**src/rtl/bp_me_wormhole_lce_req_deserializer.sv**
```systemverilog
// CCE-side wormhole receiver: gathers coherence request flits into one
// message and hands it to the CCE over a valid/yumi interface.
module bp_me_wormhole_lce_req_deserializer #(
    parameter int coh_noc_flit_width_p = 64,
    parameter int coh_noc_cord_width_p = 8,
    parameter int coh_noc_len_width_p  = 4,
    parameter int coh_noc_cid_width_p  = 2,
    parameter int lce_cce_req_width_p  = 560
) (
    input  logic                            clk_i,
    input  logic                            reset_i,
    input  logic [coh_noc_flit_width_p-1:0] link_data_i,
    input  logic                            link_v_i,
    output logic                            link_ready_and_o,
    output logic [lce_cce_req_width_p-1:0]  lce_req_o,
    output logic                            lce_req_v_o,
    input  logic                            lce_req_yumi_i
);

    localparam int fw_lp        = coh_noc_flit_width_p;
    localparam int hdr_w_lp     = coh_noc_cord_width_p
                                + coh_noc_len_width_p
                                + coh_noc_cid_width_p;
    localparam int pkt_w_lp     = hdr_w_lp + lce_cce_req_width_p;
    localparam int max_flits_lp = (pkt_w_lp + fw_lp - 1) / fw_lp;

    typedef logic [coh_noc_len_width_p-1:0] len_t;

    typedef enum logic [1:0] {
        e_hdr  = 2'd0,
        e_body = 2'd1,
        e_full = 2'd2
    } state_e;

    state_e r_state;
    state_e w_state_nxt;
    len_t   r_len;
    len_t   r_cnt;
    len_t   w_flit_len;
    logic   w_accept;
    logic   w_hdr_acc;
    logic   w_body_acc;

    assign w_flit_len = link_data_i[coh_noc_cord_width_p +: coh_noc_len_width_p];
    assign w_accept   = link_v_i & link_ready_and_o;
    assign w_hdr_acc  = w_accept & (r_state == e_hdr);
    assign w_body_acc = w_accept & (r_state == e_body);

    always_ff @(posedge clk_i or posedge reset_i) begin
        if (reset_i) begin
            r_state <= e_hdr;
        end else begin
            r_state <= w_state_nxt;
        end
    end

    always_comb begin
        w_state_nxt = r_state;
        unique case (r_state)
            e_hdr: begin
                if (w_accept) begin
                    w_state_nxt = (w_flit_len == '0) ? e_full : e_body;
                end
            end
            e_body: begin
                if (w_accept && (r_cnt == r_len)) begin
                    w_state_nxt = e_full;
                end
            end
            e_full: begin
                if (lce_req_yumi_i) begin
                    w_state_nxt = e_hdr;
                end
            end
            default: w_state_nxt = e_hdr;
        endcase
    end

    // Handshake outputs decode state only, so no input reaches them combinationally.
    always_comb begin
        link_ready_and_o = 1'b1;
        lce_req_v_o      = 1'b0;
        unique case (r_state)
            e_hdr:   link_ready_and_o = 1'b1;
            e_body:  link_ready_and_o = 1'b1;
            e_full: begin
                link_ready_and_o = 1'b0;
                lce_req_v_o      = 1'b1;
            end
            default: link_ready_and_o = 1'b1;
        endcase
    end

    always_ff @(posedge clk_i or posedge reset_i) begin
        if (reset_i) begin
            r_len <= '0;
            r_cnt <= '0;
        end else if (w_hdr_acc) begin
            r_len <= w_flit_len;
            r_cnt <= len_t'(1);
        end else if (w_body_acc && (r_cnt != r_len)) begin
            r_cnt <= r_cnt + len_t'(1);
        end
    end

    // Only the payload part of each slot is stored; header bits of slot 0
    // and padding above the packet are never needed downstream.
    for (genvar k = 0; k < max_flits_lp; k++) begin : g_slot
        localparam int lo_lp = (k == 0) ? hdr_w_lp : k * fw_lp;
        localparam int hi_lp = ((k + 1) * fw_lp > pkt_w_lp)
                             ? pkt_w_lp - 1 : (k + 1) * fw_lp - 1;
        localparam int w_lp  = hi_lp - lo_lp + 1;

        logic [w_lp-1:0] r_slot;

        if (k == 0) begin : g_head
            always_ff @(posedge clk_i or posedge reset_i) begin
                if (reset_i) begin
                    r_slot <= '0;
                end else if (w_hdr_acc) begin
                    r_slot <= link_data_i[hi_lp:lo_lp];
                end
            end
        end else begin : g_body
            // Cleared on every header so short packets never expose stale bytes.
            always_ff @(posedge clk_i or posedge reset_i) begin
                if (reset_i) begin
                    r_slot <= '0;
                end else if (w_hdr_acc) begin
                    r_slot <= '0;
                end else if (w_body_acc && (int'(r_cnt) == k)) begin
                    r_slot <= link_data_i[hi_lp-k*fw_lp:lo_lp-k*fw_lp];
                end
            end
        end

        assign lce_req_o[hi_lp-hdr_w_lp:lo_lp-hdr_w_lp] = r_slot;
    end

    a_yumi_only_when_valid: assert property (
        @(posedge clk_i) disable iff (reset_i)
        lce_req_yumi_i |-> lce_req_v_o
    );

endmodule
```
**config.mk**
```make
export PLATFORM = sky130hd
export DESIGN_NAME = bp_me_wormhole_lce_req_deserializer
export DESIGN_NICKNAME = d
export VERILOG_FILES = /design/src/rtl/bp_me_wormhole_lce_req_deserializer.sv
export SDC_FILE = /design/constraint.sdc
export NUM_CORES = 1
export LEC_CHECK = 0
export ABC_CLOCK_PERIOD_IN_PS = 16170
export BUFFER_PORTS_ARGS = -buffer_cell sky130_fd_sc_hd__buf_2
export CAP_MARGIN = 0
export CORE_AREA = 2 2 244 246
export DETAILED_ROUTE_END_ITERATION = 10
export DIE_AREA = 0 0 246 248
export GPL_ROUTABILITY_DRIVEN = 0
export PLACE_DENSITY = 0.76
export SLEW_MARGIN = 30
export SYNTH_ARGS = -nofsm -noshare
export SYNTH_HDL_FRONTEND = slang
export SYNTH_SLANG_ARGS = --single-unit
```
**constraint.sdc**
```tcl
create_clock -name clk_i -period 16.17 [get_ports clk_i]
set_input_delay 1.617 -clock clk_i [delete_from_list [all_inputs] [get_ports clk_i]]
set_output_delay 1.617 -clock clk_i [all_outputs]
set_load 0.05 [all_outputs]
```
==> flow_summary_export.csv, run 1 <==
group,metric,value,unit
clock_tree,insertion_delay,0.61,ns
setup_path,required,16.72,ns
worst_hold_path,holdPathStages,2,
final_layout,final_util,48.5,%
floorplan,coreArea,58500,um2
clock_tree,h-tree-depth,2,
power,p_sw_share,49.4,%
grt,grt-ovfl-total,0,
synthesis,synth_area,22800,um2
power,p_switching,3220,uW
synthesis,synth-seq-cells,570,
synthesis,postSynthCellCount,2566,
synthesis,seq_area_frac_synth,62.5,%
clock_tree,cts_tree,"yes",
drt,drc,0,
worst_hold_path,hold_path.class,"reg2reg",
synthesis,ys_warn_count,0,
power,ir_drop,0.000154,V
worst_hold_path,hold_end,"g_slot[0].r_slot[48]",
timing,rsz0062_at_grt,"false",
worst_hold_path,min_from,"g_slot[0].r_slot[48]",
clock_tree,postCtsSetupRepairBufs,0,
timing,min_period,4.43,ns
clock_tree,path_clk_slew,0.06,ns
setup_path,cp-end-kind,"flop",
timing,max_freq,226,MHz
drt,viasPerCell,5.28,
drt,drt-initial-drc-count,2001,
job,maxCapViolCount,0,
grt,first_global_vias,19500,
final_layout,nets,3115,
clock_tree,numCtsBuffers,59,
floorplan,start_util,39.0,%
setup_path,cp-start-kind,"primary input",
setup_path,crit_type,"in2reg",
timing,fin_worst_skew,0.0213,ns
grt,antenna_found_initial,2,
final_layout,drive_gt1_share,24.9,%
timing,tightestPinTransition,1.03,ns
setup_path,rrSetupSlack,12.35,ns
drt,firstDrtPassIters,5,
drt,wl_per_cell,20.5,um
placement,dp_hpwl,50200,um
final_layout,area_growth,24.1,%
setup_path,reg2reg_from,"r_state[1]",
timing,holdWs,0.467,ns
power,p_int,3300,uW
drt,vias,20400,
grt,grt_pass1_wl,117000,um
placement,numPortBuffers,629,
clock_tree,root_buffer,"clkbuf_16",
drt,totalWireLength,79300,um
floorplan,io_pins,630,
timing,fin_crit_sh,27.4,%
grt,grt_usage,24.9,%
setup_path,critPathMaxFanout,93,
power,leakage,0.0145,uW
floorplan,die-area,61000,um2
floorplan,rows,89,
setup_path,worst_ep_arrival_time,4.98,ns
floorplan,die_w,246,um
power,powerDensity,230,nW/um2
timing,hold_viol_final,0,
clock_tree,ctsLongestPathBuffers,3,
synthesis,yosysUniqueCellTypes,33,
setup_path,r2r-end,"g_slot[0].r_slot[1]",
timing,maxSlewViolCount,0,
grt,grt_max_degree,206,
power,power_frac_comb,45.5,%
clock_tree,holdBufCountCts,0,
timing,finalSetupViolations,0,
setup_path,r2r_cells,7,
timing,relSlewSlack,31.1,%
timing,setup_tns,0,ns
power,power_frac_seq,32.5,%
power,pwr-share-clk,22.1,%
outcome,status,"finished clean",
synthesis,synth_fp_nets,2638,
drt,ant_nets,0,
clock_tree,cts_resized,0,
synthesis,syn_avg_cell_area,8.90,um2
clock_tree,cts_sinks,570,
floorplan,die_y,248,um
[critical path, cell delays in order]
cell	delay, ns
buf_2	0.16
nand2b_1	0.15
nor2_4	0.41
buf_4	0.74
buf_4	0.68
buf_4	0.83
nand2_1	0.13
nand2_1	0.09
[layer usage]
metal | up-vias | GRT usage (%) | wire length (um) | share of wire [%]
li1 | 9081 | - | - | -
met1 | 9846 | 31.8 | 29500 | 37
met2 | 1224 | 40.0 | 37900 | 48
met3 | 245 | 5.49 | 7910 | 10
met4 | 0 | 12.4 | 3920 | 4.9
met5 | - | 0 | 0 | 0
[power by group through the flow]
stage | logic, uW | clock network [uW] | registers [uW]
final | 2960 | 1440 | 2120
after global routing | 3110 | 1510 | 2160
after CTS | 2950 | 1450 | 2110
after detailed placement | 2950 | 0 | 2130
after global placement | 2900 | 0 | 2110
after floorplan | 728 | 0 | 3580
[cells by family (layout without fill, tap and decap cells)]
family	after synthesis	count (layout)	share of synthesized area [%]
other	0	2	0
and+or+nand+nor	1222	1222	20.6
DFF	570	570	62.5
xor gates and xnor gates	4	4	0.153
AOI/OAI and AO/OA	516	516	11.4
muxes	2	2	0.0877
adders and majority gates	4	4	0.219
buffers and inverters	248	769	5.13
[Yosys cell counts (all sizes together)]
cell,count,area (um2)
a21oi,511,2560
and3b,2,17.5
nand3b,3,22.5
nor3b,1,7.51
mux2i,2,20.0
nor4,1,6.26
nor3,1,5.00
o221ai,1,8.76
nand2b,3,18.8
and3,3,18.8
o21ai,2,10.0
nor2b,6,37.5
and4bb,1,12.5
nand4,4,25.0
nand2,1188,4460
buf,111,657
nor2,3,13.8
clkbuf,132,495
ha,4,50.1
a221o,1,10.0
nand3,3,25.0
or3,1,6.26
xnor2,4,35.0
inv,5,18.8
a41oi,1,8.76
nand4b,1,8.76
dfrtp,570,14300
and4,1,8.76
[state kept, by name (all words and copies together), names as in the netlist]
signal and cells:
r_len 4, r_cnt 4, r_state 2, g_slot.r_slot 560
[layout make-up]
| type | count | area [um2] |
|---|---|---|
| clock buffer | 78 | 1650 |
| inverter | 5 | 22.5 |
| tap | 773 | 967 |
| clock inverter | 27 | 394 |
| multi-input combinational | 1748 | 7470 |
| sequential | 570 | 14300 |
| fill | 5443 | 30100 |
| antenna | 2 | 5.00 |
| timing repair buffer | 659 | 3550 |
[cell usage in the layout (no fill, tap or decap), types with 2 or more instances in the layout]
master	instances
buf_12	9
nand2_1	1188
nand3_4	3
buf_4	16
nor2b_1	5
and3_4	3
bufinv_16	9
inv_6	5
clkbuf_1	9
clkinv_4	2
nand4_1	4
diode_2	2
clkbuf_8	10
dfrtp_1	570
nor2_1	2
clkbuf_16	59
buf_16	3
o21ai_0	2
inv_1	4
ha_1	4
a21oi_1	511
clkinv_2	8
mux2i_1	2
xnor2_1	4
and3b_4	2
buf_6	2
buf_2	629
nand3b_1	3
nand2b_1	2
clkinvlp_4	4
[worst max path at each step]
stage / depth (start not counted) / startpoint / slack, ns / end
5_1_grt: 8 / link_v_i / 11.55 / g_slot[0].r_slot[3]
3_3_place_gp: 8 / link_v_i / 10.81 / g_slot[0].r_slot[7]
6_report: 8 / link_v_i / 11.74 / g_slot[0].r_slot[1]
2_1_floorplan: 1 / reset_i / 6.79 / g_slot[0].r_slot[0]
3_5_place_dp: 8 / link_v_i / 10.85 / g_slot[0].r_slot[4]
4_1_cts: 7 / link_v_i / 11.51 / g_slot[5].r_slot[16]
[per-stage QoR]
stage	total power (uW)	setup WS, ns	cells	instance area (um2)
CTS	6510	11.51	3856	28200
global placement	5010	10.81	3746	26100
floorplan	4310	6.79	2566	22800
detailed placement	5080	10.85	3751	26200
finish	6520	11.74	3862	28300
global route	6780	11.55	3862	28300
(Power assumes the default switching activity.)
==> run 2: changes to the inputs <==
--- a/config.mk
+++ b/config.mk
@@ -5,7 +5,7 @@
 export SDC_FILE = /design/constraint.sdc
 export NUM_CORES = 1
 export LEC_CHECK = 0
-export ABC_CLOCK_PERIOD_IN_PS = 16170
+export ABC_CLOCK_PERIOD_IN_PS = 3750
 export BUFFER_PORTS_ARGS = -buffer_cell sky130_fd_sc_hd__buf_2
 export CAP_MARGIN = 0
 export CORE_AREA = 2 2 244 246
==> constraint.sdc (replaced) <==
create_clock -name clk_i -period 3.75 [get_ports clk_i]
set_input_delay 0.375 -clock clk_i [delete_from_list [all_inputs] [get_ports clk_i]]
set_output_delay 0.375 -clock clk_i [all_outputs]
set_load 0.05 [all_outputs]
==> run 2 against run 1 <==
Net effect:
- first-iteration DRC count shrank 0.35%
- die area is the same
- critical path depth shrank 3
- critical path type is now reg2reg
- largest cell class unchanged
==> flow_summary_export.csv, run 2 (synthesized netlist as in run 1, its figures left out) <==
group,metric,value,unit
outcome,status,"finished clean",
timing,fin_worst_skew,0.0260,ns
clock_tree,holdBufCountCts,2,
clock_tree,insertion_delay,0.61,ns
clock_tree,path_clk_slew,0.06,ns
clock_tree,ctsLongestPathBuffers,3,
power,p_int,14100,uW
drt,firstDrtPassIters,6,
timing,max_freq,375,MHz
power,ir_drop,0.000591,V
timing,setup_tns,0,ns
timing,fin_crit_sh,71.1,%
timing,rsz0062_at_grt,"false",
final_layout,final_common_cell,"nand2_1",
power,power,28000,uW
floorplan,start_util,39.0,%
clock_tree,cts_tree,"yes",
timing,finalSetupViolations,0,
placement,dp_hpwl,51800,um
floorplan,rows,89,
floorplan,die_w,246,um
timing,hold_viol_final,0,
setup_path,critPathMaxFanout,51,
floorplan,coreArea,58500,um2
drt,wl_per_cell,20.6,um
job,maxCapViolCount,0,
final_layout,final_cell_mix,"nand2_1 (1188), buf_2 (629), dfrtp_1 (570)",
clock_tree,cts_sinks,570,
placement,postPlaceCellArea,26400,um2
grt,grt-ovfl-total,0,
setup_path,required,4.24,ns
final_layout,area_growth,24.6,%
clock_tree,h-tree-depth,2,
grt,grt_pass1_wl,119000,um
grt,antenna_found_initial,1,
final_layout,reg.largest.list,"g_slot.r_slot: 560 flops, r_cnt: 4 flops, r_len: 4 flops",
drt,drt-initial-drc-count,1994,
drt,totalWireLength,80100,um
timing,maxSlewViolCount,0,
timing,min_period,2.66,ns
clock_tree,numCtsBuffers,58,
drt,viasPerCell,5.31,
clock_tree,cts_resized,0,
power,powerDensity,985,nW/um2
power,pwr-share-clk,21.5,%
grt,first_global_vias,19700,
power,power_frac_seq,32.5,%
grt,grt_max_degree,180,
final_layout,n_fill_cell,5395,
setup_path,cp-end-kind,"flop",
setup_path,cp-start-kind,"flop",
power,power_frac_comb,46.0,%
floorplan,die_y,248,um
floorplan,io_pins,630,
clock_tree,postCtsSetupRepairBufs,0,
timing,holdWs,0.0758,ns
worst_hold_path,hold_path.class,"in2reg",
clock_tree,root_buffer,"clkbuf_16",
drt,vias,20600,
final_layout,nets,3131,
final_layout,fin_area,28400,um2
drt,drc,0,
timing,relSlewSlack,32.4,%
power,p_sw_share,49.7,%
grt,grt_usage,25.3,%
placement,numPortBuffers,629,
setup_path,crit_type,"reg2reg",
final_layout,largest_register_ffs,560,
floorplan,die-area,61000,um2
final_layout,regMostFlops,"g_slot.r_slot",
timing,tightestPinTransition,1.01,ns
final_layout,drive_gt1_share,25.2,%
power,leakage,0.0145,uW
setup_path,worst_ep_arrival_time,3.16,ns
power,p_switching,13900,uW
setup_path,rrSetupSlack,1.09,ns
drt,ant_nets,0,
==> run 2: cell count changes in the layout (fill, tap and decap cells not counted), sizes merged, moves of 3 or more <==
cell    change
bufinv      -3
buf        +15
clkbuf      +6
clkinv      +3
==> run 2: path summary, 6_finish.rpt <==
| check | to | startpoint | depth (start not counted) |
|---|---|---|---|
| worst min register to register | g_slot[0].r_slot[29] | g_slot[0].r_slot[29] | 2 |
| min in group asynchronous | g_slot[8].r_slot[58] | reset_i | 3 |
| max in group asynchronous | g_slot[7].r_slot[19] | reset_i | 4 |
| worst max-delay path | g_slot[1].r_slot[11] | r_state[0] | 5 |
| worst min-delay path | g_slot[0].r_slot[34] | link_data_i[48] | 3 |
| worst max register to register | g_slot[1].r_slot[11] | r_state[0] | 5 |
==> run 2: area by class of cell <==
class | instances | area, um2 | area share, %
sequential | 570 | 14300 | 50.2
multi-input combinational | 1748 | 7470 | 26.3
clock inverter | 23 | 302 | 1.06
antenna | 1 | 2.50 | 0.00880
tap | 773 | 967 | 3.40
timing repair buffer | 676 | 3730 | 13.1
inverter | 5 | 22.5 | 0.0792
clock buffer | 84 | 1680 | 5.90
==> run 2: power by group through the flow <==
| stage | Combinational [uW] | Clock, uW | Sequential [uW] |
|---|---|---|---|
| floorplan | 3140 | 0 | 15400 |
| global placement | 12700 | 0 | 9090 |
| detailed placement | 12800 | 0 | 9150 |
| CTS | 12900 | 6080 | 9080 |
| global route | 13500 | 6330 | 9310 |
| finish | 12900 | 6010 | 9100 |
==> run 2: worst max-delay path, stage by stage, from the launching register on <==
cell and delay (ns):
dfrtp_1 0.52, and4bb_1 0.52, nand3b_1 0.70, buf_12 0.45
nand2_1 0.15, a21oi_1 0.09
==> run 2: metrics by stage <==
step                      instances  utilization, %  setup slack, ns
after detailed placement       3768            45.2             1.20
after global routing           3879            48.6            0.996
after CTS                      3877            48.6             1.17
after global placement         3766            45.1             1.28
after floorplan                2566               -            -4.39
final                          3880            48.6             1.09
==> run 2: routing by layer <==
metal  GRT usage (%)  up-vias  part of all wire, %
li1                -     9115                    -
met2            40.4     1221                   47
met4            13.0        2                  5.0
met3            5.54      236                  9.7
met1            32.3    10000                   38
met5               0        -                0.016
